`config.mk`:
```
export PLATFORM = sky130hd
export DESIGN_NAME = ultrasonic_ranger
export DESIGN_NICKNAME = d
export VERILOG_FILES = /design/src/rtl/ultrasonic_ranger.sv
export SDC_FILE = /design/constraint.sdc
export NUM_CORES = 1
export LEC_CHECK = 0
export ABC_AREA = 0
export BUFFER_PORTS_ARGS = -buffer_cell sky130_fd_sc_hd__buf_2
export CORE_MARGIN = 4
export CORE_UTILIZATION = 41
export DETAILED_ROUTE_END_ITERATION = 10
export HOLD_SLACK_MARGIN = 0.1
export MAX_ROUTING_LAYER = met4
export PLACE_DENSITY = 0.63
export SYNTH_ARGS = -nofsm -noshare
export SYNTH_HDL_FRONTEND = slang
export SYNTH_SLANG_ARGS = --single-unit
export TNS_END_PERCENT = 30
```
`constraint.sdc`:
```
create_clock -name clk -period 4.5 [get_ports clk]
set_input_delay 0.675 -clock clk [delete_from_list [all_inputs] [get_ports clk]]
set_output_delay 0.675 -clock clk [all_outputs]
set_load 0.05 [all_outputs]
```
`src/rtl/ultrasonic_ranger.sv`:
```
// ****************************************************************************
// * ultrasonic_ranger: alternating front/side ultrasonic rangefinder with    *
// * echo-width to centimetre conversion and held per-channel distances.      *
// * Optional feature macro: RANGER_MEDIAN3_EN (median-of-3 output filter).   *
// * Revision: 1.0                                                            *
// ****************************************************************************
`default_nettype none

module ultrasonic_ranger #(
  parameter int CYC_PER_CM       = 2900,
  parameter int TRIG_CYC         = 500,
  parameter int ECHO_TIMEOUT_CYC = 1500000,
  parameter int SLOT_CYC         = 3000000,
  parameter int MAX_CM           = 1023
) (
  input  logic       clk,
  input  logic       rst,
  input  logic       echo_q,
  input  logic       echo_z,
  output logic       trig_q,
  output logic       trig_z,
  output logic [9:0] hq,
  output logic [9:0] hz,
  output logic       vld_q,
  output logic       vld_z
);

  localparam logic [9:0]  c_MAX_CM    = 10'(MAX_CM);
  localparam logic [11:0] c_PRE_LAST  = 12'(CYC_PER_CM - 1);
  localparam logic [21:0] c_TRIG_LAST = 22'(TRIG_CYC - 1);
  localparam logic [21:0] c_TO_LAST   = 22'(ECHO_TIMEOUT_CYC - 1);
  localparam logic [21:0] c_SLOT_LAST = 22'(SLOT_CYC - 1);

  localparam logic [1:0] S_TRIG      = 2'd0;
  localparam logic [1:0] S_WAIT_RISE = 2'd1;
  localparam logic [1:0] S_MEASURE   = 2'd2;
  localparam logic [1:0] S_HOLD      = 2'd3;

  logic [1:0]  r_state;
  logic [1:0]  w_next;
  logic        r_chan;
  logic [21:0] r_slot_cnt;
  logic [21:0] r_wait_cnt;
  logic [11:0] r_presc;
  logic [9:0]  r_cm;
  logic        r_q_meta, r_q_sync, r_q_dly;
  logic        r_z_meta, r_z_sync, r_z_dly;
  logic        r_trig_q, r_trig_z;
  logic [9:0]  r_hq, r_hz;
  logic        r_vld_q, r_vld_z;

  logic        w_echo_s, w_echo_d, w_rise, w_fall;
  logic        w_presc_wrap, w_timeout, w_slot_end;
  logic [9:0]  w_cm_inc, w_cm_step;
  logic        w_done;
  logic [9:0]  w_result;
  logic        w_trig_q_nxt, w_trig_z_nxt;

  // 2-flop synchronizers plus one delay stage for edge detection
  always_ff @(posedge clk or negedge rst) begin
    if (!rst) begin
      r_q_meta <= 1'b0;
      r_q_sync <= 1'b0;
      r_q_dly  <= 1'b0;
      r_z_meta <= 1'b0;
      r_z_sync <= 1'b0;
      r_z_dly  <= 1'b0;
    end else begin
      r_q_meta <= echo_q;
      r_q_sync <= r_q_meta;
      r_q_dly  <= r_q_sync;
      r_z_meta <= echo_z;
      r_z_sync <= r_z_meta;
      r_z_dly  <= r_z_sync;
    end
  end

  assign w_echo_s     = r_chan ? r_z_sync : r_q_sync;
  assign w_echo_d     = r_chan ? r_z_dly  : r_q_dly;
  assign w_rise       = w_echo_s & ~w_echo_d;
  assign w_fall       = ~w_echo_s & w_echo_d;
  assign w_presc_wrap = (r_presc == c_PRE_LAST);
  assign w_timeout    = (r_wait_cnt == c_TO_LAST);
  assign w_slot_end   = (r_state == S_HOLD) && (r_slot_cnt == c_SLOT_LAST);
  assign w_cm_inc     = (r_cm == c_MAX_CM) ? r_cm : r_cm + 10'd1;
  // cm including the current cycle, so the fall cycle itself is counted
  assign w_cm_step    = w_presc_wrap ? w_cm_inc : r_cm;

  always_ff @(posedge clk or negedge rst) begin
    if (!rst) r_state <= S_TRIG;
    else      r_state <= w_next;
  end

  always_comb begin
    w_next   = r_state;
    w_done   = 1'b0;
    w_result = c_MAX_CM;
    case (r_state)
      S_TRIG: begin
        if (r_slot_cnt == c_TRIG_LAST) w_next = S_WAIT_RISE;
      end
      S_WAIT_RISE: begin
        if (w_rise) begin
          w_next = S_MEASURE;
        end else if (w_timeout) begin
          w_done = 1'b1;
          w_next = S_HOLD;
        end
      end
      S_MEASURE: begin
        if (w_fall) begin
          w_done   = 1'b1;
          w_result = (w_cm_step == 10'd0) ? 10'd1 : w_cm_step;
          w_next   = S_HOLD;
        end else if (w_timeout) begin
          w_done = 1'b1;
          w_next = S_HOLD;
        end
      end
      S_HOLD: begin
        if (r_slot_cnt == c_SLOT_LAST) w_next = S_TRIG;
      end
      default: w_next = S_TRIG;
    endcase
  end

  always_comb begin
    w_trig_q_nxt = (r_state == S_TRIG) && !r_chan;
    w_trig_z_nxt = (r_state == S_TRIG) &&  r_chan;
  end

  always_ff @(posedge clk or negedge rst) begin
    if (!rst) begin
      r_chan     <= 1'b0;
      r_slot_cnt <= 22'd0;
      r_wait_cnt <= 22'd0;
      r_presc    <= 12'd0;
      r_cm       <= 10'd0;
      r_trig_q   <= 1'b0;
      r_trig_z   <= 1'b0;
    end else begin
      r_trig_q <= w_trig_q_nxt;
      r_trig_z <= w_trig_z_nxt;
      if (w_slot_end) begin
        r_slot_cnt <= 22'd0;
        r_chan     <= ~r_chan;
      end else if (r_slot_cnt != c_SLOT_LAST) begin
        r_slot_cnt <= r_slot_cnt + 22'd1;
      end
      // wait counter doubles as the echo high-time counter in MEASURE
      if ((r_state == S_TRIG) || ((r_state == S_WAIT_RISE) && w_rise)) begin
        r_wait_cnt <= 22'd0;
      end else if (((r_state == S_WAIT_RISE) || (r_state == S_MEASURE)) && !w_timeout) begin
        r_wait_cnt <= r_wait_cnt + 22'd1;
      end
      if (r_state == S_WAIT_RISE) begin
        r_presc <= 12'd0;
        r_cm    <= 10'd0;
      end else if (r_state == S_MEASURE) begin
        r_presc <= w_presc_wrap ? 12'd0 : r_presc + 12'd1;
        r_cm    <= w_cm_step;
      end
    end
  end

`ifdef RANGER_MEDIAN3_EN
  logic [9:0] r_hq0, r_hq1, r_hq2, r_hz0, r_hz1, r_hz2;
  logic [1:0] r_nq, r_nz;
  logic       r_pend_q, r_pend_z;

  function automatic logic [9:0] f_med3(input logic [9:0] a, input logic [9:0] b,
                                        input logic [9:0] c);
    logic [9:0] lo, hi, m;
    lo = (a < b) ? a : b;
    hi = (a < b) ? b : a;
    m  = (hi < c) ? hi : c;
    return (lo > m) ? lo : m;
  endfunction

  always_ff @(posedge clk or negedge rst) begin
    if (!rst) begin
      r_hq0 <= 10'd0; r_hq1 <= 10'd0; r_hq2 <= 10'd0;
      r_hz0 <= 10'd0; r_hz1 <= 10'd0; r_hz2 <= 10'd0;
      r_nq <= 2'd0; r_nz <= 2'd0;
      r_pend_q <= 1'b0; r_pend_z <= 1'b0;
      r_hq <= 10'd0; r_hz <= 10'd0;
      r_vld_q <= 1'b0; r_vld_z <= 1'b0;
    end else begin
      r_pend_q <= w_done && !r_chan;
      r_pend_z <= w_done &&  r_chan;
      if (w_done && !r_chan) begin
        r_hq0 <= w_result; r_hq1 <= r_hq0; r_hq2 <= r_hq1;
        if (r_nq != 2'd3) r_nq <= r_nq + 2'd1;
      end
      if (w_done && r_chan) begin
        r_hz0 <= w_result; r_hz1 <= r_hz0; r_hz2 <= r_hz1;
        if (r_nz != 2'd3) r_nz <= r_nz + 2'd1;
      end
      // publish one cycle after capture, once the history is settled
      r_vld_q <= r_pend_q;
      r_vld_z <= r_pend_z;
      if (r_pend_q) r_hq <= (r_nq == 2'd3) ? f_med3(r_hq0, r_hq1, r_hq2) : r_hq0;
      if (r_pend_z) r_hz <= (r_nz == 2'd3) ? f_med3(r_hz0, r_hz1, r_hz2) : r_hz0;
    end
  end
`else
  always_ff @(posedge clk or negedge rst) begin
    if (!rst) begin
      r_hq    <= 10'd0;
      r_hz    <= 10'd0;
      r_vld_q <= 1'b0;
      r_vld_z <= 1'b0;
    end else begin
      r_vld_q <= w_done && !r_chan;
      r_vld_z <= w_done &&  r_chan;
      if (w_done && !r_chan) r_hq <= w_result;
      if (w_done &&  r_chan) r_hz <= w_result;
    end
  end
`endif

  assign trig_q = r_trig_q;
  assign trig_z = r_trig_z;
  assign hq     = r_hq;
  assign hz     = r_hz;
  assign vld_q  = r_vld_q;
  assign vld_z  = r_vld_z;

endmodule

`default_nettype wire

```
==> out/qor.yml <==
status: "finished, final reports clean"
synth_seq_cells: 99
setup_tns_ns: 0
r2r-start: "r_cm[0]"
critical_path_arrival_ns: 2.97
htree_levels: 3
start_util_pct: 42.6
drt_first_pass_iters: 6
clock_skew_ns: 0.00784
ys_warn_count: 0
io_pins: 28
syn_area_um2: 4970
r2r_cells: 8
ant_nets: 0
grtUsageTotal_pct: 14.6
viasPerCell: 5.39
min_delay_worst_endpoint: "r_z_sync"
clock-root-buffer: "clkbuf_16"
combPwrFrac_pct: 1.3
hold_viol: 0
fill_cells: 1100
insertion_delay_ns: 0.34
synth_xor_area_share_pct: 7.04
grt_pass1_vias: 3430
critPathMaxFanout: 11
yosys.area_share.simple_pct: 23.3
layout_commonest_cell: "dfrtp_1"
core_um2: 11700
critPathKind: "flip-flop to flip-flop"
drv_cap: 0
area_growth_pct: 10.2
setup_violations: 0
num_antenna_cells: 0
drt_iter0_markers: 258
worst_slew_pin_slew_ns: 0.960
leakagePower_nw: 2.47
grt_max_degree: 78
synth_top_family_by_area: "simple AND/OR/NAND/NOR gates"
clk_pin_slew_ns: 0.06
finalCritPeriodShare_pct: 59.7
num_rows: 39
cts_made_buffers: 9
final_cell_mix: "dfrtp_1 (99), nor2_1 (60), nand2_1 (60)"
final_nets: 526
cts_sinks: 99
slew_headroom_pct: 36.0
muxShareOfSynthArea_pct: 4.75
end_kind: "flip-flop"
worstSetupStartpointType: "flip-flop"
drt-total-wl_mm: 9.36
postCtsHoldBufs: 0
async_flop_share_pct: 100
synthCells: 493
r2r-end: "hq[0]"
hp-start: "r_z_meta"
portBuffers: 27
die-area_um2: 14000
die_y_um: 118
ir_worst_vdd_mv: 0.193
synth.distinct_cells: 62
p_per_area_nw_per_um2: 295
p_clk_share_pct: 43.5
p_sw_uw: 334
slew_viol_final: 0
p_int_mw: 1.28
synth-adder-area-share_pct: 2.26
synth_edf_count: 0
syn_nets: 506
antenna_found_initial: 0
synth.avg_cell_area_um2: 10.1
post_cts_buffers: 0
r2r_setup_slack_ns: 1.81
cts_tree: "done"
rsz0062_at_grt: "no"
wl_per_cell_um: 14.2
dp_hpwl_mm: 6.56
chipWidth_um: 118
drc: 0
finalCriticalPeriod_ns: 2.69
p_seq_share_pct: 55.2
final_layout_size_suffix_gt1_share_pct: 13.9
dpl_cell_area_um2: 5210
ctsResizeCount: 0
synth_compound_area_share_pct: 9.94
ys.flop_type: "dfrtp_1"
p_sw_share_pct: 20.6
clk_path_buf_depth: 2
holdPathStages: 0
num_vias: 3561
ys_seq_area_share_pct: 49.8
hold_path_class: "flip-flop to flip-flop"
required_ns: 4.78
final_area_um2: 5480
fmax_mhz: 372
grt_overflow: 0
place.gp.congestion: 0.826
grt_pass1_wl_mm: 16.7
## power groups by stage
stage	clock network [mW]	registers [mW]	logic [mW]
after CTS	0.730	0.893	0.0222
after detailed placement	0	0.910	0.0222
after floorplan	0	0.910	0.00165
final	0.704	0.894	0.0205
after global placement	0	0.910	0.0219
after global routing	0.765	0.893	0.0250
## cells in the mapped netlist (3+ instances only)
library cell	instances	share of area, %
o211ai_1	3	0.45
clkbuf_1	10	0.75
nor3_1	4	0.40
nand2_1	60	4.5
and2_1	4	0.50
buf_2	6	0.60
xnor2_1	19	3.3
mux2_2	13	2.9
nor3b_1	3	0.45
a21oi_1	10	1.0
and4_1	3	0.53
nor2_1	60	4.5
ha_1	9	2.3
dfrtp_1	99	50
and3_1	16	2.0
o21ai_0	15	1.5
nand4_1	12	1.5
a31oi_1	10	1.3
nand2b_1	4	0.50
mux2i_1	9	1.8
nand3_1	29	2.9
or3_1	3	0.38
inv_1	12	0.91
o2bb2ai_1	7	1.2
xor2_1	21	3.7
nor2b_1	3	0.38
o31ai_1	3	0.45
## cell families after synthesis
| kind of cell | after synthesis |
|---|---|
| buffers and inverters | 32 |
| multiplexers | 22 |
| AO/OA/AOI/OAI | 69 |
| flip-flops | 99 |
| adder cells (fa/ha/maj) | 9 |
| XOR/XNOR | 40 |
| AND/OR/NAND/NOR | 222 |
## per-stage QoR
| stage | cells | util (%) | hold slack (ns) | power (mW) | setup WS (ns) |
|---|---|---|---|---|---|
| after detailed placement | 645 | 44.7 | 0.336 | 0.933 | 1.81 |
| after floorplan | 493 | - | 0.331 | 0.912 | 2.29 |
| after CTS | 661 | 47.0 | 0.351 | 1.65 | 1.79 |
| after global placement | 645 | 44.7 | 0.332 | 0.932 | 1.93 |
| after global routing | 661 | 47.0 | 0.354 | 1.68 | 1.57 |
| final | 661 | 47.0 | 0.350 | 1.62 | 1.81 |
## worst max-delay path by stage
stage            start     to  slack, ns  depth (start not counted)
2_1_floorplan  r_cm[1]  hq[0]       2.29                          9
6_report       r_cm[0]  hq[0]       1.81                          8
3_5_place_dp   r_cm[0]  hq[0]       1.81                          8
3_3_place_gp   r_cm[0]  hq[0]       1.93                          8
5_1_grt        r_cm[0]  hq[0]       1.57                          8
4_1_cts        r_cm[0]  hq[0]       1.79                          8
## state kept, by name (all words and copies together), names as in the netlist, 2 cells and up
signal and flops:
hq 10, hz 10, r_cm 10, r_presc 12
r_slot_cnt 22, r_state 2, r_wait_cnt 22
## worst max-delay path, stage by stage, from the launching register on
cell and delay (ns):
dfrtp_1 0.48, ha_1 0.32, nand3_2 0.12, or3_4 0.41, and2_1 0.26, or3_1 0.34
a221oi_1 0.29, and4_1 0.26, o22a_1 0.14
## layout make-up
type                            instances  area [µm²]  area share, %
Inverter                               12        45.0          0.822
Clock buffer                           12         246           4.50
Clock inverter                          4        26.3          0.479
Tap cell                              143         179           3.26
Multi-Input combinational cell        362        2350           42.9
Timing Repair Buffer                   29         153           2.79
Sequential cell                        99        2480           45.2
## layer usage
layer / global-route usage (%) / part of all wire [%] / up-vias
li1: - / - / 1773
met1: 20.5 / 51 / 1734
met2: 21.3 / 45 / 44
met3: 3.49 / 3.0 / 10
met4: 3.81 / 1.3 / 0
met5: - / 0 / -
Power figures use the tool's default switching activity.
